## config.mk

```make
export PLATFORM = sky130hd
export DESIGN_NAME = cpu_run_ctrl
export DESIGN_NICKNAME = d
export VERILOG_FILES = /design/src/rtl/cpu_run_ctrl.sv
export SDC_FILE = /design/constraint.sdc
export NUM_CORES = 1
export LEC_CHECK = 0
export CORE_MARGIN = 3
export CORE_UTILIZATION = 40
export DETAILED_ROUTE_END_ITERATION = 8
export PLACE_DENSITY_LB_ADDON = 0.2
export SETUP_SLACK_MARGIN = 0.3
export SLEW_MARGIN = 25
export SYNTH_ARGS = -nofsm -noshare
export SYNTH_HDL_FRONTEND = slang
export SYNTH_SLANG_ARGS = --single-unit
export TNS_END_PERCENT = 1
```

## constraint.sdc

```tcl
create_clock -name clk -period 3.4 [get_ports clk]
set_clock_uncertainty 0.1 [all_clocks]
set_input_delay 0.68 -clock clk [delete_from_list [all_inputs] [get_ports clk]]
set_output_delay 0.68 -clock clk [all_outputs]
set_load 0.05 [all_outputs]
```

## src/rtl/cpu_run_ctrl.sv

```systemverilog
// Run/step/breakpoint sequencer for the single-cycle CPU core.
// Sole driver of the core enable; also keeps retire/control-flow statistics.
module cpu_run_ctrl #(
   parameter int CNT_WIDTH  = 32,
   parameter int STEP_WIDTH = 16
) (
   input  logic                  clk,
   input  logic                  rst,
   input  logic                  run_req,
   input  logic                  step_req,
   input  logic [STEP_WIDTH-1:0] step_n,
   input  logic                  stop_req,
   input  logic                  bp_en,
   input  logic [31:0]           bp_addr,
   input  logic                  clr_cnt,
   input  logic [31:0]           cpu_pc,
   input  logic                  cpu_halt,
   input  logic                  cpu_is_jump,
   input  logic                  cpu_is_branch,
   input  logic                  cpu_branched,
   output logic                  cpu_en,
   output logic [1:0]            state,
   output logic                  bp_hit,
   output logic [CNT_WIDTH-1:0]  inst_cnt,
   output logic [CNT_WIDTH-1:0]  jump_cnt,
   output logic [CNT_WIDTH-1:0]  branch_cnt,
   output logic [CNT_WIDTH-1:0]  taken_cnt
);

   typedef enum logic [1:0] {
      S_IDLE = 2'd0,
      S_RUN  = 2'd1,
      S_STEP = 2'd2,
      S_HALT = 2'd3
   } state_t;

   state_t                r_state, w_state_nxt;
   logic [STEP_WIDTH-1:0] r_step_left, w_step_left_nxt;
   logic                  r_skip_bp, w_skip_bp_nxt;
   logic                  r_bp_hit, w_bp_hit_nxt;
   logic                  w_bp_match;
   logic                  w_en;
   logic [STEP_WIDTH-1:0] w_step_init;
   logic [CNT_WIDTH-1:0]  r_inst_cnt, r_jump_cnt, r_branch_cnt, r_taken_cnt;

   assign w_bp_match  = bp_en & (cpu_pc == bp_addr) & ~r_skip_bp;
   assign w_step_init = (step_n == '0) ? STEP_WIDTH'(1) : step_n;

   // Enable is held low while reset is asserted so the core never advances in that cycle.
   always_comb begin
      w_en = 1'b0;
      if (!rst && !cpu_halt) begin
         if (r_state == S_RUN)
            w_en = ~w_bp_match;
         else if (r_state == S_STEP)
            w_en = 1'b1;
      end
   end

   always_comb begin
      w_state_nxt     = r_state;
      w_step_left_nxt = r_step_left;
      w_skip_bp_nxt   = r_skip_bp;
      w_bp_hit_nxt    = r_bp_hit;
      case (r_state)
         S_IDLE: begin
            if (cpu_halt) begin
               w_state_nxt = S_HALT;
            end else if (run_req) begin
               w_state_nxt   = S_RUN;
               w_skip_bp_nxt = 1'b1;
               w_bp_hit_nxt  = 1'b0;
            end else if (step_req) begin
               w_state_nxt     = S_STEP;
               w_step_left_nxt = w_step_init;
               w_bp_hit_nxt    = 1'b0;
            end
         end
         S_RUN: begin
            // Leaving a breakpoint: the first retired instruction re-arms matching.
            if (w_en)
               w_skip_bp_nxt = 1'b0;
            if (cpu_halt) begin
               w_state_nxt = S_HALT;
            end else if (stop_req) begin
               w_state_nxt = S_IDLE;
            end else if (w_bp_match) begin
               w_state_nxt  = S_IDLE;
               w_bp_hit_nxt = 1'b1;
            end
         end
         S_STEP: begin
            if (cpu_halt) begin
               w_state_nxt = S_HALT;
            end else if (stop_req) begin
               w_state_nxt = S_IDLE;
            end else if (w_en) begin
               w_step_left_nxt = r_step_left - STEP_WIDTH'(1);
               if (r_step_left == STEP_WIDTH'(1))
                  w_state_nxt = S_IDLE;
            end
         end
         default: w_state_nxt = S_HALT;
      endcase
   end

   always_ff @(posedge clk) begin
      if (rst) begin
         r_state     <= S_IDLE;
         r_step_left <= '0;
         r_skip_bp   <= 1'b0;
         r_bp_hit    <= 1'b0;
      end else begin
         r_state     <= w_state_nxt;
         r_step_left <= w_step_left_nxt;
         r_skip_bp   <= w_skip_bp_nxt;
         r_bp_hit    <= w_bp_hit_nxt;
      end
   end

   // Statistics: clear wins over a same-cycle retire.
   always_ff @(posedge clk) begin
      if (rst || clr_cnt) begin
         r_inst_cnt   <= '0;
         r_jump_cnt   <= '0;
         r_branch_cnt <= '0;
         r_taken_cnt  <= '0;
      end else if (w_en) begin
         r_inst_cnt <= r_inst_cnt + CNT_WIDTH'(1);
         if (cpu_is_jump)
            r_jump_cnt <= r_jump_cnt + CNT_WIDTH'(1);
         if (cpu_is_branch)
            r_branch_cnt <= r_branch_cnt + CNT_WIDTH'(1);
         if (cpu_branched)
            r_taken_cnt <= r_taken_cnt + CNT_WIDTH'(1);
      end
   end

   assign cpu_en     = w_en;
   assign state      = r_state;
   assign bp_hit     = r_bp_hit;
   assign inst_cnt   = r_inst_cnt;
   assign jump_cnt   = r_jump_cnt;
   assign branch_cnt = r_branch_cnt;
   assign taken_cnt  = r_taken_cnt;

endmodule

```

==> results of run 1 <==
## power by group through the flow
stage | Clock [mW] | Sequential, mW | Combinational [mW]
after floorplan | 0 | 1.97 | 0.952
after detailed placement | 0 | 1.94 | 1.47
final | 2.17 | 1.91 | 1.47
after global placement | 0 | 1.94 | 1.46
after global routing | 2.30 | 1.92 | 1.63
after CTS | 2.22 | 1.90 | 1.47
## registers in the layout, indices dropped and copies added, names as in the netlist
signal	count
jump_cnt	32
state	2
r_skip_bp	1
branch_cnt	32
inst_cnt	32
r_step_left	16
bp_hit	1
taken_cnt	32
## worst max-delay path by stage
stage             end  depth (start not counted)  slack, ns         from
6_report       cpu_en                          8       0.39    cpu_pc[0]
5_1_grt        cpu_en                          8       0.28    cpu_pc[0]
4_1_cts        cpu_en                          9       0.30   bp_addr[1]
3_3_place_gp   cpu_en                          9       0.11  bp_addr[31]
3_5_place_dp   cpu_en                          9       0.06  bp_addr[31]
2_1_floorplan  cpu_en                          6       0.46  bp_addr[25]
## kinds of logic after synthesis
family                   count (synthesis)  share of synthesized area, %
buffers and inverters                   90                          4.44
adder cells (fa/ha/maj)                 10                          1.60
AND/OR/NAND/NOR                        473                          31.4
AO/OA/AOI/OAI                          129                          10.5
XOR/XNOR                               121                          13.5
multiplexers                             6                         0.766
flip-flops                             148                          37.8
## repair_timing
item,CTS,global route
setup endpoints to repair,1,2
pin swaps,22,14
setup buffers,1,0
resized for setup,46,17
## routing by layer
metal  GRT usage, %  vias to the layer above  share of wire, %
met5              0                        -                 0
met4           5.50                        0               1.4
met3           5.40                       20               6.5
met2           35.5                      226                48
met1           26.7                     3697                44
li1               -                     3943                 -
## area by class of cell
cell class	instances	area, um2
Fill cell	1759	7710
Multi-Input combinational cell	739	4610
Sequential cell	148	2960
Timing Repair Buffer	254	2540
Clock buffer	20	457
Tap cell	260	325
Clock inverter	12	224
Inverter	33	129
## critical path, stage by stage
cell             delay [ns]
clkdlybuf4s50_1        0.47
xnor2_1                0.12
nand4_1                0.17
nor4_4                 0.22
nand4_1                0.18
nand2_2                0.16
clkinv_4               0.07
buf_8                  0.15
## cells in the mapped netlist, types with 4 or more instances
| library cell | n |
|---|---|
| a21oi_1 | 53 |
| and2_1 | 7 |
| and3_1 | 14 |
| and4_1 | 11 |
| buf_1 | 5 |
| buf_2 | 8 |
| clkbuf_1 | 44 |
| dfxtp_1 | 148 |
| ha_1 | 10 |
| inv_1 | 31 |
| mux2i_1 | 6 |
| nand2_1 | 71 |
| nand3_1 | 52 |
| nand4_1 | 46 |
| nor2_1 | 123 |
| nor3_1 | 39 |
| nor4_1 | 46 |
| nor4b_1 | 9 |
| o211ai_1 | 8 |
| o21ai_0 | 18 |
| o311ai_0 | 4 |
| o31ai_1 | 14 |
| o32ai_1 | 9 |
| o41ai_1 | 4 |
| or2_2 | 4 |
| or3_1 | 26 |
| or4_1 | 13 |
| xnor2_1 | 100 |
| xor2_1 | 21 |
==> metrics.md, run 1 <==
| Metric | Value |
|---|---|
| Post-synthesis instance total | 977 |
| Die Span X | 146 um |
| Upper clock frequency limit | 0.333 GHz |
| Share of cells above drive strength 1 | 7.30% |
| Vias in the first global route | 7,349 |
| Die Height | 146 um |
| Peak VDD IR | 0.349 mV |
| Post-synthesis cell type count | 53 |
| Dpl ws | 0.0586 ns |
| Clock-pin slew on the worst setup and hold paths | 0.06 ns |
| Max-cap violations | 0 |
| WS Path Type | in2out |
| GP Congestion | 0.854 |
| Antenna violations before repair | 0 |
| Port Buffers | 222 |
| R2R depth | 7 |
| Final Hold Viols | 0 |
| Root buf cell | clkbuf_16 |
| PwrDens | 494 nW/um2 |
| Setup TNS | 0 ns |
| H-tree depth | 4 |
| Inserted Clock Buffers | 17 |
| Combinational share of power | 26.6% |
| Final Cycle Share | 88.4% |
| Worst Hold Class | reg2reg |
| Setup ws final | 0.394 ns |
| Asr flop ratio synth | 0% |
| Drt via density | 5.38 |
| Hold Path End | jump_cnt[31]$_SDFFE_PP0P_ |
| Post-Syn Area | 7840 um2 |
| Crit start category | input port |
| Outcome | finished clean |
| Switch share | 31.2% |
| Starting Density | 41.4% |
| Syn-to-layout area delta | 43.4% |
| Clk buf depth | 2 |
| Yosys reg bits | 148 |
| Leakage | 3.76 nW |
| Clock Power Share | 39.1% |
| Power Total | 5.55 mW |
| Seq pwr share | 34.3% |
| Row cnt | 50 |
| Reg2reg end | inst_cnt[18]$_SDFFE_PP0P_ |
| Boundary Pins | 223 |
| Slew HR | 52.3% |
| Final Util | 59.3% |
| Slew Viols, Final | 0 |
| Largest area contributor in the netlist | dfxtp_1 |
| DRT iter0 DRCs | 297 |
| N_diodes | 0 |
| CORE AREA | 19,000 um2 |
| FF-to-FF setup slack | 0.69 ns |
| Slew @ Worst Pin | 0.713 ns |
| Seq/Total Area, Yosys | 37.8% |
| Clk Latency, worst-skew pair | 0.42 ns |
| Commonest non-fill, non-tap cells in the layout | 171 x clkdlybuf4s50_1, 148 x dfxtp_1, 122 x nor2_1, 95 x xnor2_1, 70 x nand2_1 |
| Min-Delay Path Depth | 2 |
| Final Setup Violations | 0 |
| Most common cell after layout, fill and taps aside | clkdlybuf4s50_1 |
| Warnings from Yosys | 0 |
| CP arrival | 2.23 ns |
| GRT Total Usage | 21.0% |
| Crit path required time | 2.62 ns |
| Detailed-route via count | 7,886 |
| GRT overflow | 0 |
| Cells after DPL | 1,433 |
| CTS tree | built |
| Worst R2R Start | state[0]$_SDFFE_PP0P_ |
| Sink Count | 148 |
| Largest net degree at the start of global routing | 56 |
| Finished Layout Cells | 1,466 |
| Routed wire length | 23,000 um |
| Syn nets | 1,078 |
| Post-DP Area | 10,500 um2 |
| 1st-pass router iterations | 4 |
| Worst hold margin | 0.375 ns |
| Hold_buf cts | 0 |
| Avg Inst Size Synth | 8.03 um2 |
| Post-route DRC | 0 |
| First-pass GRT wire length | 37,400 um |
| Final ANT Viol Nets | 0 |
| Yosys top cell area share | 37.8% |
| Switch Pwr | 1.73 mW |
| CP Max Fanout | 4 |
| Critical Path End Type | output pin |
| Hold Path Origin | jump_cnt[31]$_SDFFE_PP0P_ |
| Wire per inst | 15.7 um |
| Fin crit period | 3.01 ns |
| Primary FF master, synth | dfxtp_1 |
| RSZ-0062 raised after global routing | no |
| Internal cell power | 3.82 mW |
| Finished Cell Area | 11,200 um2 |
| Post-DP HPWL | 16,600 um |
| Die ar. | 21,300 um2 |
| Synth top area cells | dfxtp_1 38%, xnor2_1 11%, nor2_1 5.9% |
| Nets | 1,294 |
| Number of synthesized flops with an enable pin | 0 |
(Power assumes the default switching activity.)
==> inputs of run 2 (changes only) <==
CORE_MARGIN = 1   (was 3)
GPL_TIMING_DRIVEN = 1   (was unset)
==> run 2 against run 1 <==
- maximum frequency decreased by 2.0%
- sequential share of layout area grew 0.34 points
- setup slack worse by 0.061 ns
- via count down 0.11%
- count of clock-buffer cells in the layout shrank 3
- power shrank 5.5%
- critical path depth up 1
- utilization down 0.77 points
- first-iteration DRC count up 22%
- cell count unchanged
==> metrics.md, run 2 (synthesized netlist as in run 1, its figures left out) <==
| Metric | Value |
|---|---|
| Outcome | finished clean |
| Critical Path Start | bp_addr[19] |
| Switch Pwr | 1.76 mW (+1.8%) |
| Most common cell after layout, fill and taps aside | clkdlybuf4s50_1 |
| Worst Hold Class | reg2reg |
| Clk Latency, worst-skew pair | 0.42 ns (about the same) |
| Worst R2R Start | taken_cnt[4]$_SDFFE_PP0P_ |
| Sink Count | 148 (unchanged) |
| Drt via density | 5.37 (-0.11%) |
| Top Metal Used | met4 |
| Boundary Pins | 223 (unchanged) |
| Setup TNS | 0 ns (unchanged) |
| PwrDens | 473 nW/um2 (-4.2%) |
| CP Max Fanout | 4 (unchanged) |
| Routed wire length | 22,600 um (-1.5%) |
| Commonest non-fill, non-tap cells in the layout | 199 x clkdlybuf4s50_1, 148 x dfxtp_1, 123 x nor2_1, 96 x xnor2_1, 70 x nand2_1 |
| First-pass GRT wire length | 36,300 um (-2.8%) |
| N_diodes | 0 (unchanged) |
| Clock-pin slew on the worst setup and hold paths | 0.07 ns (about the same) |
| Critical Path End Type | output pin |
| CORE AREA | 19,000 um2 (unchanged) |
| Crit start category | input port |
| CTS tree | built |
| Syn-to-layout area delta | 41.5% |
| Detailed-route via count | 7,877 (-0.11%) |
| Combinational share of power | 28.0% (+1.4 points) |
| 1st-pass router iterations | 7 (+3) |
| DR WL met3 | 1250 um (-17%) |
| Antenna violations before repair | 0 (unchanged) |
| M1 WL | 10,100 um (about the same) |
| DRT iter0 DRCs | 363 (+22%) |
| Nets | 1,294 (unchanged) |
| Post-route DRC | 0 (unchanged) |
| Power Total | 5.25 mW (-5.5%) |
| Final ANT Viol Nets | 0 (unchanged) |
| Wire per inst | 15.4 um (-1.5%) |
| Starting Density | 41.4% (unchanged) |
| GRT Total Usage | 22.6% (+1.7 points) |
| Final Hold Viols | 0 (unchanged) |
| Slew Viols, Final | 0 (unchanged) |
| H-tree depth | 4 (unchanged) |
| Upper clock frequency limit | 0.326 GHz (-2.0%) |
| Internal cell power | 3.48 mW (-8.8%) |
| Leakage | 3.61 nW (-4.0%) |
| Row cnt | 50 (unchanged) |
| Fin crit period | 3.07 ns (+0.0606 ns) |
| Root buf cell | clkbuf_16 |
| Port Buffers | 222 (unchanged) |
| DR WL met2 | 10,800 um (-2.0%) |
| GP Congestion | 0.822 (-3.6%) |
| Peak VDD IR | 0.339 mV (-2.8%) |
| Crit path required time | 2.62 ns (about the same) |
| Switch share | 33.6% (+2.4 points) |
| CP arrival | 2.29 ns (+0.06 ns) |
| Hold_buf cts | 0 (unchanged) |
| GRT overflow | 0 (unchanged) |
| Final Setup Violations | 0 (unchanged) |
| Inserted Clock Buffers | 17 (unchanged) |
| R2R depth | 6 (-1) |
| Post-DP HPWL | 16,400 um (-1.3%) |
| Reg2reg end | taken_cnt[28]$_SDFFE_PP0P_ |
| Max-cap violations | 0 (unchanged) |
| Slew HR | 51.6% (-0.70 points) |
| Share of cells above drive strength 1 | 7.21% (-0.083 points) |
| Clk buf depth | 2 (unchanged) |
| Seq pwr share | 36.3% (+2.0 points) |
| Vias in the first global route | 7,345 (-0.054%) |
| FF-to-FF setup slack | 0.78 ns (+0.09 ns) |
| WS Path Type | in2out |
| Filler cells | 1,732 (-1.5%) |
| RSZ-0062 raised after global routing | yes |
| Crit path to | cpu_en |
| Largest net degree at the start of global routing | 58 (+3.6%) |
| Die ar. | 20,200 um2 (-5.4%) |
| Clock Power Share | 35.7% (-3.4 points) |
| Die Height | 142 um (-2.7%) |
| Slew @ Worst Pin | 0.724 ns (+0.0105 ns) |
| Final Cycle Share | 90.2% (+1.8 points) |
| Die Span X | 142 um (-2.7%) |
==> run 2: cell count changes in the layout (fill, tap and decap cells not counted), moves of 3 or more <==
cell | before | now
clkdlybuf4s50_1 | 171 | 199
dlygate4sd2_1 | 35 | 13
dlymetal6s2s_1 | 15 | 9
bufinv_16 | 6 | 2
buf_12 | 6 | 3
buf_4 | 26 | 29
==> run 2: metrics by stage <==
stage | area, um2 | util [%] | std cells | hold slack, ns | worst slack, ns
after floorplan | 7840 | - | 977 | 0.340 | 0.458
after global placement | 10400 | 55.0 | 1431 | 0.354 | 0.166
after detailed placement | 10400 | 55.0 | 1431 | 0.362 | 0.0742
after CTS | 11100 | 58.4 | 1465 | 0.371 | 0.301
after global routing | 11100 | 58.6 | 1466 | 0.393 | 0.237
final | 11100 | 58.6 | 1466 | 0.364 | 0.334
==> run 2: per-layer routing <==
layer	GRT usage [%]	up-vias
li1	-	3948
met1	28.0	3655
met2	38.4	246
met3	5.18	28
met4	7.92	0
met5	0	-
==> run 2: worst max-delay path: stages <==
cell and delay (ns):
clkdlybuf4s50_1 0.44, xnor2_2 0.22, nand3_1 0.10, nor4_1 0.23
buf_4 0.16, nand4_1 0.12, nand2_2 0.15, inv_4 0.04
buf_8 0.14
==> run 2: worst min-delay path by stage <==
stage	start	to	slack [ns]	cells past startpoint
after floorplan	r_step_left[15]$_SDFFE_PP0P_	r_step_left[15]$_SDFFE_PP0P_	0.34	2
after global placement	r_step_left[15]$_SDFFE_PP0P_	r_step_left[15]$_SDFFE_PP0P_	0.35	2
after detailed placement	r_step_left[15]$_SDFFE_PP0P_	r_step_left[15]$_SDFFE_PP0P_	0.36	2
after CTS	r_step_left[15]$_SDFFE_PP0P_	r_step_left[15]$_SDFFE_PP0P_	0.37	2
after global routing	inst_cnt[31]$_SDFFE_PP0P_	inst_cnt[31]$_SDFFE_PP0P_	0.39	2
final	r_step_left[15]$_SDFFE_PP0P_	r_step_left[15]$_SDFFE_PP0P_	0.36	2
==> run 2: area by class of cell <==
| cell class | count | area (um2) | area share (%) |
|---|---|---|---|
| clock inverters | 15 | 159 | 1.43 |
| multi-input cells | 739 | 4590 | 41.3 |
| repair buffers | 254 | 2510 | 22.6 |
| flip-flops and latches | 148 | 2960 | 26.7 |
| inverters | 33 | 126 | 1.14 |
| clock buffers | 17 | 425 | 3.83 |
| well taps | 260 | 325 | 2.93 |
==> run 2: repair_timing <==
action | 4_1_cts | 5_1_grt
setup endpoints to repair | 1 | 1
pin swaps | 11 | 8
buffers inserted | 2 | 1
resized for setup | 21 | 11
==> run 2: power groups by stage <==
stage	Combinational, mW	Clock [mW]	Sequential [mW]
after floorplan	0.952	0	1.97
final	1.47	1.87	1.91
after global placement	1.43	0	1.94
after global routing	1.63	1.98	1.92
after detailed placement	1.44	0	1.94
after CTS	1.46	1.91	1.90
==> inputs of run 3 (changes only) <==
CORE_MARGIN = unset   (was 1)
HOLD_SLACK_MARGIN = 0.08   (was unset)
SETUP_SLACK_MARGIN = unset   (was 0.3)
==> run 3 against run 2 <==
- cell area increased by 0.38%
- setup slack worse by 0.12 ns
- cell count grew 0.20%
- sequential power about the same
- die area unchanged
- maximum frequency shrank 3.8%
- largest cell class unchanged
- largest power group is now clock
- critical path type unchanged
- clock power up 3%
==> metrics.md, run 3 (synthesized netlist as in run 1, its figures left out) <==
| Metric | Value |
|---|---|
| Die Height | 142 um (unchanged) |
| Leakage | 3.53 nW (-2.3%) |
| Setup Fix Bufs, Post-CTS | 0 (-2) |
| Clk buf depth | 2 (unchanged) |
| Most common cell after layout, fill and taps aside | clkdlybuf4s50_1 |
| Fin crit period | 3.19 ns (+0.121 ns) |
| Port Buffers | 222 (unchanged) |
| Clock-pin slew on the worst setup and hold paths | 0.06 ns (about the same) |
| Combinational share of power | 27.9% (about the same) |
| Min-Delay Path Depth | 2 (unchanged) |
| Max-cap violations | 0 (unchanged) |
| Slew HR | 50.8% (-0.82 points) |
| Boundary Pins | 223 (unchanged) |
| Worst path cell trace | clkdlybuf4s50_1 -> xnor2_2 -> nand4_1 -> nor4_2 -> buf_4 -> nand4_1 -> nand2_1 -> inv_2 -> buf_4 |
| Root buf cell | clkbuf_16 |
| CP max stage cell | clkdlybuf4s50_1 |
| Detailed-route via count | 7,887 (+0.13%) |
| H-tree depth | 4 (unchanged) |
| CP arrival | 2.41 ns (+0.12 ns) |
| Inserted Clock Buffers | 17 (unchanged) |
| Internal cell power | 3.58 mW (+2.7%) |
| GRT Total Usage | 21.7% (-0.88 points) |
| Nets | 1,297 (+0.23%) |
| DRT iter0 DRCs | 442 (+22%) |
| Final Hold Viols | 0 (unchanged) |
| Hold Path End | jump_cnt[31]$_SDFFE_PP0P_ |
| Seq pwr share | 35.9% (-0.4 points) |
| Clock Power Share | 36.2% (+0.5 points) |
| Sink Count | 148 (unchanged) |
| Antenna violations before repair | 0 (unchanged) |
| Switch Pwr | 1.74 mW (-1.4%) |
| RSZ-0062 raised after global routing | no |
| Share of cells above drive strength 1 | 7.11% (-0.10 points) |
| N_diodes | 0 (unchanged) |
| Hold Path Origin | jump_cnt[31]$_SDFFE_PP0P_ |
| CP Max Fanout | 4 (unchanged) |
| Wire per inst | 14.9 um (-3.6%) |
| Worst R2R Start | state[1]$_SDFFE_PP0P_ |
| Clk Latency, worst-skew pair | 0.42 ns (about the same) |
| Vias in the first global route | 7,098 (-3.4%) |
| Reg2reg end | branch_cnt[27]$_SDFFE_PP0P_ |
| CORE AREA | 19,000 um2 (unchanged) |
| Post-route DRC | 0 (unchanged) |
| Final Setup Violations | 0 (unchanged) |
| GRT overflow | 0 (unchanged) |
| CTS tree | built |
| Row cnt | 50 (unchanged) |
| FF-to-FF setup slack | 0.72 ns (-0.06 ns) |
| PwrDens | 477 nW/um2 (+0.90%) |
| Final Cycle Share | 93.7% (+3.5 points) |
| Outcome | finished clean |
| Post-DP HPWL | 16,000 um (-2.7%) |
| Worst Hold Class | reg2reg |
| GP Congestion | 0.837 (+1.8%) |
| Die ar. | 20,200 um2 (unchanged) |
| Syn-to-layout area delta | 42.1% |
| Final ANT Viol Nets | 0 (unchanged) |
| First-pass GRT wire length | 35,100 um (-3.4%) |
| R2R depth | 9 (+3) |
| 1st-pass router iterations | 4 (-3) |
| Largest net degree at the start of global routing | 50 (-14%) |
| Peak VDD IR | 0.305 mV (-9.8%) |
| Starting Density | 41.4% (unchanged) |
| Switch share | 32.7% (-0.91 points) |
| Setup TNS | 0 ns (unchanged) |
| WS Path Type | in2out |
| Slew @ Worst Pin | 0.736 ns (+0.0122 ns) |
| Slew Viols, Final | 0 (unchanged) |
| Commonest non-fill, non-tap cells in the layout | 221 x clkdlybuf4s50_1, 148 x dfxtp_1, 123 x nor2_1, 98 x xnor2_1, 71 x nand2_1 |
| Upper clock frequency limit | 0.314 GHz (-3.8%) |
| Crit start category | input port |
| Register area | 2960 um2 (unchanged) |
| Filler cells | 1,773 (+2.4%) |
| Routed wire length | 21,900 um (-3.4%) |
| Area of the multi-input gates | 4570 um2 (-0.46%) |
| Critical Path End Type | output pin |
| Crit path required time | 2.62 ns (about the same) |
| Power Total | 5.32 mW (+1.3%) |
| Slowest Stage Delay on Critical Path | 0.45 ns (about the same) |
| Die Span X | 142 um (unchanged) |
| Drt via density | 5.37 (about the same) |
## run 3: cell count changes in the layout (fill, tap and decap cells not counted), sizes merged
cell	previous run	this run
clkinvlp	2	3
dlygate4sd2	13	0
clkdlybuf4s50	199	221
dlymetal6s2s	9	0
buf	33	36
clkinv	10	5
clkbuf	17	21
## run 3: cell type report
type,count,area share [%]
repair buffers,257,23.0
well taps,260,2.92
flip-flops and latches,148,26.6
clock inverters,11,1.11
multi-input cells,739,41.0
clock buffers,21,4.31
inverters,33,1.11
## run 3: timing repair
| item | in CTS | in global routing |
|---|---|---|
| gates resized for setup | 1 | 3 |
| cloned | 0 | 0 |
| setup endpoints to repair | 1 | 1 |
| hold buffers | 0 | 0 |
| pin swaps | 0 | 1 |
## run 3: power groups by stage
stage          logic, mW  clock network [mW]  registers, mW
2_1_floorplan      0.951                   0           1.97
3_3_place_gp        1.45                   0           1.94
3_5_place_dp        1.47                   0           1.94
4_1_cts             1.48                1.96           1.90
5_1_grt             1.63                2.04           1.92
6_report            1.48                1.92           1.91
## run 3: critical path, delay by kind of cell
kind,cells,cell delay [ns]
xor+xnor,1,0.20
simple gates,4,0.67
buf+inv,4,0.85
## run 3: how the worst max path moves through the flow
stage | from | end | cells after the start
2_1_floorplan | bp_addr[25] | cpu_en | 6
3_3_place_gp | bp_addr[3] | cpu_en | 9
3_5_place_dp | bp_addr[3] | cpu_en | 9
4_1_cts | bp_addr[20] | cpu_en | 9
5_1_grt | bp_addr[20] | cpu_en | 9
6_report | bp_addr[20] | cpu_en | 9
## run 3: metrics by stage
stage,hold slack (ns),cells,utilization [%],worst slack [ns],cell area (um2)
3_5_place_dp,0.366,1437,55.5,-0.0114,10500
4_1_cts,0.377,1469,58.7,0.0262,11100
5_1_grt,0.415,1469,58.8,0.0737,11100
6_report,0.377,1469,58.8,0.213,11100
2_1_floorplan,0.340,977,-,0.282,7840
3_3_place_gp,0.353,1437,55.5,0.0467,10500
## run 3: layer usage
| metal | wire [um] | up-vias | GRT usage (%) |
|---|---|---|---|
| met5 | 0 | - | 0 |
| met4 | 204 | 0 | 5.94 |
| met3 | 1230 | 16 | 5.08 |
| met2 | 10500 | 243 | 36.3 |
| met1 | 9890 | 3678 | 27.9 |
| li1 | - | 3950 | - |
==> RTL change 1 (settings of run 3) <==
Reset style: asynchronous (`rst`), changed in one clocked block.
--- a/src/rtl/cpu_run_ctrl.sv
+++ b/src/rtl/cpu_run_ctrl.sv
@@ -106,3 +106,3 @@
 
-   always_ff @(posedge clk) begin
+   always_ff @(posedge clk or posedge rst) begin
       if (rst) begin
Function: differs if rst is asserted again (counterexample within 4 cycles, from zero or initial values and one cycle with rst high); with rst held inactive, the same outputs for 4 cycles.
==> RTL change 1 against run 3 <==
  * Setup slack improved by 0.018 ns
  * Wire length increased by 12%
  * Sequential cell count unchanged
  * Total power decreased by 5.2%
  * Final cell count increased by 1.9%
  * Critical path depth decreased by 1
  * Design area increased by 1.8%
  * Fmax increased by 0.57%
  * Synthesized area increased by 2.6%
  * Critical path type unchanged
  * Largest cell class unchanged
  * Highest routed layer unchanged
==> RTL change 1: results (changes against run 3) <==
| Group | Item | Reported | Change |
|---|---|---|---|
| setup path | Setup slack on the worst flop-to-flop path | 0.35 ns | was 0.72 ns |
| synth | Synth async-reset ratio | 13.5% | was 0% |
| routing | Total vias in the final route | 8373 | was 7887 |
| setup path | Data arrival, critical path | 2.39 ns | was 2.41 ns |
| worst hold path | Capture endpoint of the worst hold path | branch_cnt[31] | was jump_cnt[31] |
| synth | Portion of the post-synthesis area used by sequential elements | 38.1% | was 37.8% |
| synth | Leading cell types by count after synthesis | 128 x sky130_fd_sc_hd__dfxtp_1, 85 x sky130_fd_sc_hd__nor2_1, 84 x sky130_fd_sc_hd__nand2_1 | was 148 x sky130_fd_sc_hd__dfxtp_1, 123 x sky130_fd_sc_hd__nor2_1, 100 x sky130_fd_sc_hd__xnor2_1 |
| pwr | Static leakage | 3.49 nW | was 3.53 nW |
| cts | Count of instances resized after the clock tree is built | 0 | was 1 |
| global route | Pin count of the biggest net entering global routing | 49 | was 50 |
| final layout | Share of post-route cells with drive strength above 1 | 6.49% | was 7.11% |
| setup path | R2R Path End | r_step_left[7] | was branch_cnt[27] |
| setup path | Worst r2r src | state[0] | was state[1] |
| pwr | Int Power | 0.00360 W | was 0.00358 W |
| placed design | Number of placed instances, taps included | 1466 | was 1437 |
| synth | Number of distinct library cell variants in the gate-level netlist after synthesis | 61 | was 53 |
| final layout | Count of nets after finishing | 1321 | was 1297 |
| routing | 1st-iter DRT viols | 430 | was 442 |
| pwr | Worst VDD drop | 0.000400 V | was 0.000305 V |
| global route | Met1 demand-to-capacity share in global routing | 31.8% | was 27.9% |
| timing | Slew headroom | 45.1% | was 50.8% |
| placed design | Gp weighted congestion | 0.883 | was 0.837 |
| global route | Global-route usage over all layers | 24.2% | was 21.7% |
| run status | Outcome | completed | unchanged |
| synth | Number of instances in the synthesized netlist | 994 | was 977 |
| synth | Syn_nets | 1095 | was 1078 |
| timing | Fin Hold WS | 0.373 ns | was 0.377 ns |
| routing | Vias per inst | 5.59 | was 5.37 |
| global route | First-pass GRT wire length | 39500 µm | was 35100 µm |
RTL change 1: metrics by stage:
stage	worst slack [ns]	instance area, µm²
after global routing	0.0685	11300
after floorplan	0.188	8050
after CTS	0.156	11300
final	0.231	11300
after detailed placement	0.148	10700
after global placement	0.183	10700
RTL change 1: worst max-delay path by stage:
stage	startpoint	endpoint	slack, ns
global placement	bp_en	r_step_left[3]	0.18
finish	bp_addr[6]	cpu_en	0.23
detailed placement	bp_en	r_step_left[3]	0.15
global route	bp_en	cpu_en	0.07
floorplan	state[1]	cpu_en	0.19
CTS	bp_en	cpu_en	0.16
RTL change 1: cell families (layout without fill, tap and decap cells):
logic type,after synthesis,count (layout),share of synthesized area (%)
xor+xnor,80,80,8.71
buf+inv,77,315,3.65
flops,148,148,38.1
compound gates,185,185,14.3
mux,7,7,0.871
fa+ha+maj,10,10,1.56
simple gates,487,487,32.8
RTL change 1: per-layer routing:
metal / wire, µm / vias up
met5: 0 / -
met4: 619 / 0
met3: 1260 / 45
met2: 11500 / 236
met1: 11100 / 3961
li1: - / 4131
RTL change 1: final cells by class:
type	instances	share of cell area, %
Clock buffer	23	4.59
Clock inverter	8	1.04
Inverter	29	0.959
Multi-Input combinational cell	769	41.4
Sequential cell	148	27.0
Tap cell	265	2.92
Timing Repair Buffer	255	22.1
RTL change 1: critical path: stages:
cell and delay, ns:
sky130_fd_sc_hd__clkdlybuf4s50_1 0.42, sky130_fd_sc_hd__xnor2_1 0.22, sky130_fd_sc_hd__nand4_1 0.13, sky130_fd_sc_hd__or2_0 0.26, sky130_fd_sc_hd__nand4b_1 0.25, sky130_fd_sc_hd__nand2_1 0.14, sky130_fd_sc_hd__inv_1 0.09, sky130_fd_sc_hd__buf_4 0.20
RTL change 1: power groups by stage:
stage	sequential [W]	combinational, W	clock (W)
3_3_place_gp	0.00200	0.00103	0
6_report	0.00197	0.00104	0.00203
5_1_grt	0.00198	0.00114	0.00213
2_1_floorplan	0.00202	0.000619	0
3_5_place_dp	0.00200	0.00105	0
4_1_cts	0.00196	0.00105	0.00205
==> RTL change 2 (flow settings as in run 3) <==
Made on the original files. Change the parameter `CNT_WIDTH` from 32 to 40.
--- a/src/rtl/cpu_run_ctrl.sv
+++ b/src/rtl/cpu_run_ctrl.sv
@@ -3,3 +3,3 @@
 module cpu_run_ctrl #(
-   parameter int CNT_WIDTH  = 32,
+   parameter int CNT_WIDTH  = 40,
    parameter int STEP_WIDTH = 16
Interface: changed (resized branch_cnt, inst_cnt, jump_cnt and taken_cnt); port bits go from 223 to 255. The function was not compared with the original's and may differ.
==> RTL change 2 against run 3 <==
  * The flow now finishes with violations (design-rule violations)
  * Setup slack got worse by 0.090 ns
  * Sequential cell count increased by 32
  * Global-route usage increased by 3.7 points
  * Synthesized area increased by 38%
  * Final cell count increased by 29%
  * Critical path depth decreased by 2
  * Critical path type unchanged
  * Total power increased by 14%
  * Wire length increased by 65%
  * Design area increased by 29%
  * Worst hold slack improved by 0.0091 ns
  * Highest routed layer is now met5
  * Largest power group is now registers
  * Core utilization decreased by 4.4 points
==> RTL change 2: results (changes against run 3) <==
| Group | Item | Reported | Change |
|---|---|---|---|
| final layout | Share of final layout cell area taken by clock buffers and inverters | 4.19% | was 5.42% |
| cts | Number of clock sinks | 180 | was 148 |
| routing | Drt first pass iters | 7 | was 4 |
| placed design | Number of placed instances, taps included | 1861 | was 1437 |
| routing | Remaining routing DRC violations | 26 | was 0 |
| global route | Via count of the first global-routing pass | 10.9k | was 7098 |
| global route | First-pass GRT wire length | 58300 µm | was 35100 µm |
| run status | Violations in the final reports | design-rule violations |  |
| synth | Leading cell types by count after synthesis | 180 x sky130_fd_sc_hd__dfxtp_1, 137 x sky130_fd_sc_hd__nand2_1, 85 x sky130_fd_sc_hd__clkbuf_1 | was 148 x sky130_fd_sc_hd__dfxtp_1, 123 x sky130_fd_sc_hd__nor2_1, 100 x sky130_fd_sc_hd__xnor2_1 |
| pwr | Power in the clock group | 0.00208 W | was 0.00192 W |
| timing | Slew headroom | 57.2% | was 50.8% |
| synth | Complex-gate fraction of the synthesized area | 20.2% | was 10.5% |
| placed design | Gp weighted congestion | 0.853 | was 0.837 |
| placed design | Final HPWL DP | 24800 µm | was 16000 µm |
| synth | Share of synthesized area spent on multiplexers | 3.79% | was 0.766% |
| final layout | Final Non-Filler Cells | 1893 | was 1469 |
| global route | Fraction of met2 tracks used by global routing | 41.9% | was 36.3% |
| synth | Post-Synth XOR/XNOR Area | 2.75% | was 13.5% |
| placed design | IO Port Bufs | 254 | was 222 |
| synth | Number of distinct library cell variants in the gate-level netlist after synthesis | 72 | was 53 |
| die | Area of the die | 0.0278 mm² | was 0.0202 mm² |
| final layout | Fraction of area in registers | 25.1% | was 26.6% |
| final layout | Comb_multi_in | 1025 | was 739 |
| setup path | Data arrival, critical path | 2.50 ns | was 2.41 ns |
| timing | Fin Hold WS | 0.386 ns | was 0.377 ns |
| routing | Avg WL per Cell | 19.1 µm | was 14.9 µm |
| pwr | Static leakage | 4.76 nW | was 3.53 nW |
| synth | Number of instances in the synthesized netlist | 1340 | was 977 |
| setup path | Category of cells accounting for the largest share of critical-path delay | simple AND/OR/NAND/NOR gates | was buffers and inverters |
| global route | Global-route usage over all layers | 25.5% | was 21.7% |
| final layout | FF+latch area | 0.00360 mm² | was 0.00296 mm² |
| final layout | Non-clock buffering overhead in the final layout | 20.7% | was 23.0% |
| final layout | Non-clock inverters | 19 | was 33 |
| global route | Met1 demand-to-capacity share in global routing | 32.6% | was 27.9% |
| global route | Global-route track usage on met3 | 6.42% | was 5.08% |
| pwr | Reg power frac | 38.3% | was 35.9% |
| global route | Initial antenna violation count | 1 | was 0 |
| pwr | Worst VDD drop | 0.000241 V | was 0.000305 V |
| timing | Final critical delay including setup and external delays | 3.28 ns | was 3.19 ns |
| final layout | Number of filler instances in the final layout | 2446 | was 1773 |
| run status | Outcome | finished with violations | was completed |
| final layout | Count of nets after finishing | 1646 | was 1297 |
## RTL change 2: cell types whose count changed after synthesis, moves of 40 or more
| cell | change |
|---|---|
| sky130_fd_sc_hd__clkbuf_1 | +41 |
| sky130_fd_sc_hd__nand2_1 | +66 |
| sky130_fd_sc_hd__nor2_1 | -45 |
| sky130_fd_sc_hd__o31ai_1 | +40 |
| sky130_fd_sc_hd__or3_1 | +41 |
| sky130_fd_sc_hd__or4_1 | +42 |
| sky130_fd_sc_hd__xnor2_1 | -67 |
## RTL change 2: final timing paths
path	startpoint	to	cells after the start
worst max-delay path	bp_addr[19]	cpu_en	7
worst min-delay path	branch_cnt[17]	branch_cnt[17]	2
worst max register to register	state[0]	branch_cnt[30]	8
worst min register to register	branch_cnt[17]	branch_cnt[17]	2
## RTL change 2: metal layers
| layer | vias up | part of all wire, % |
|---|---|---|
| met3 | 47 | 7.4 |
| met4 | 2 | 2.2 |
| met2 | 393 | 46 |
| met1 | 5551 | 44 |
| li1 | 5615 | - |
| met5 | - | 0.036 |
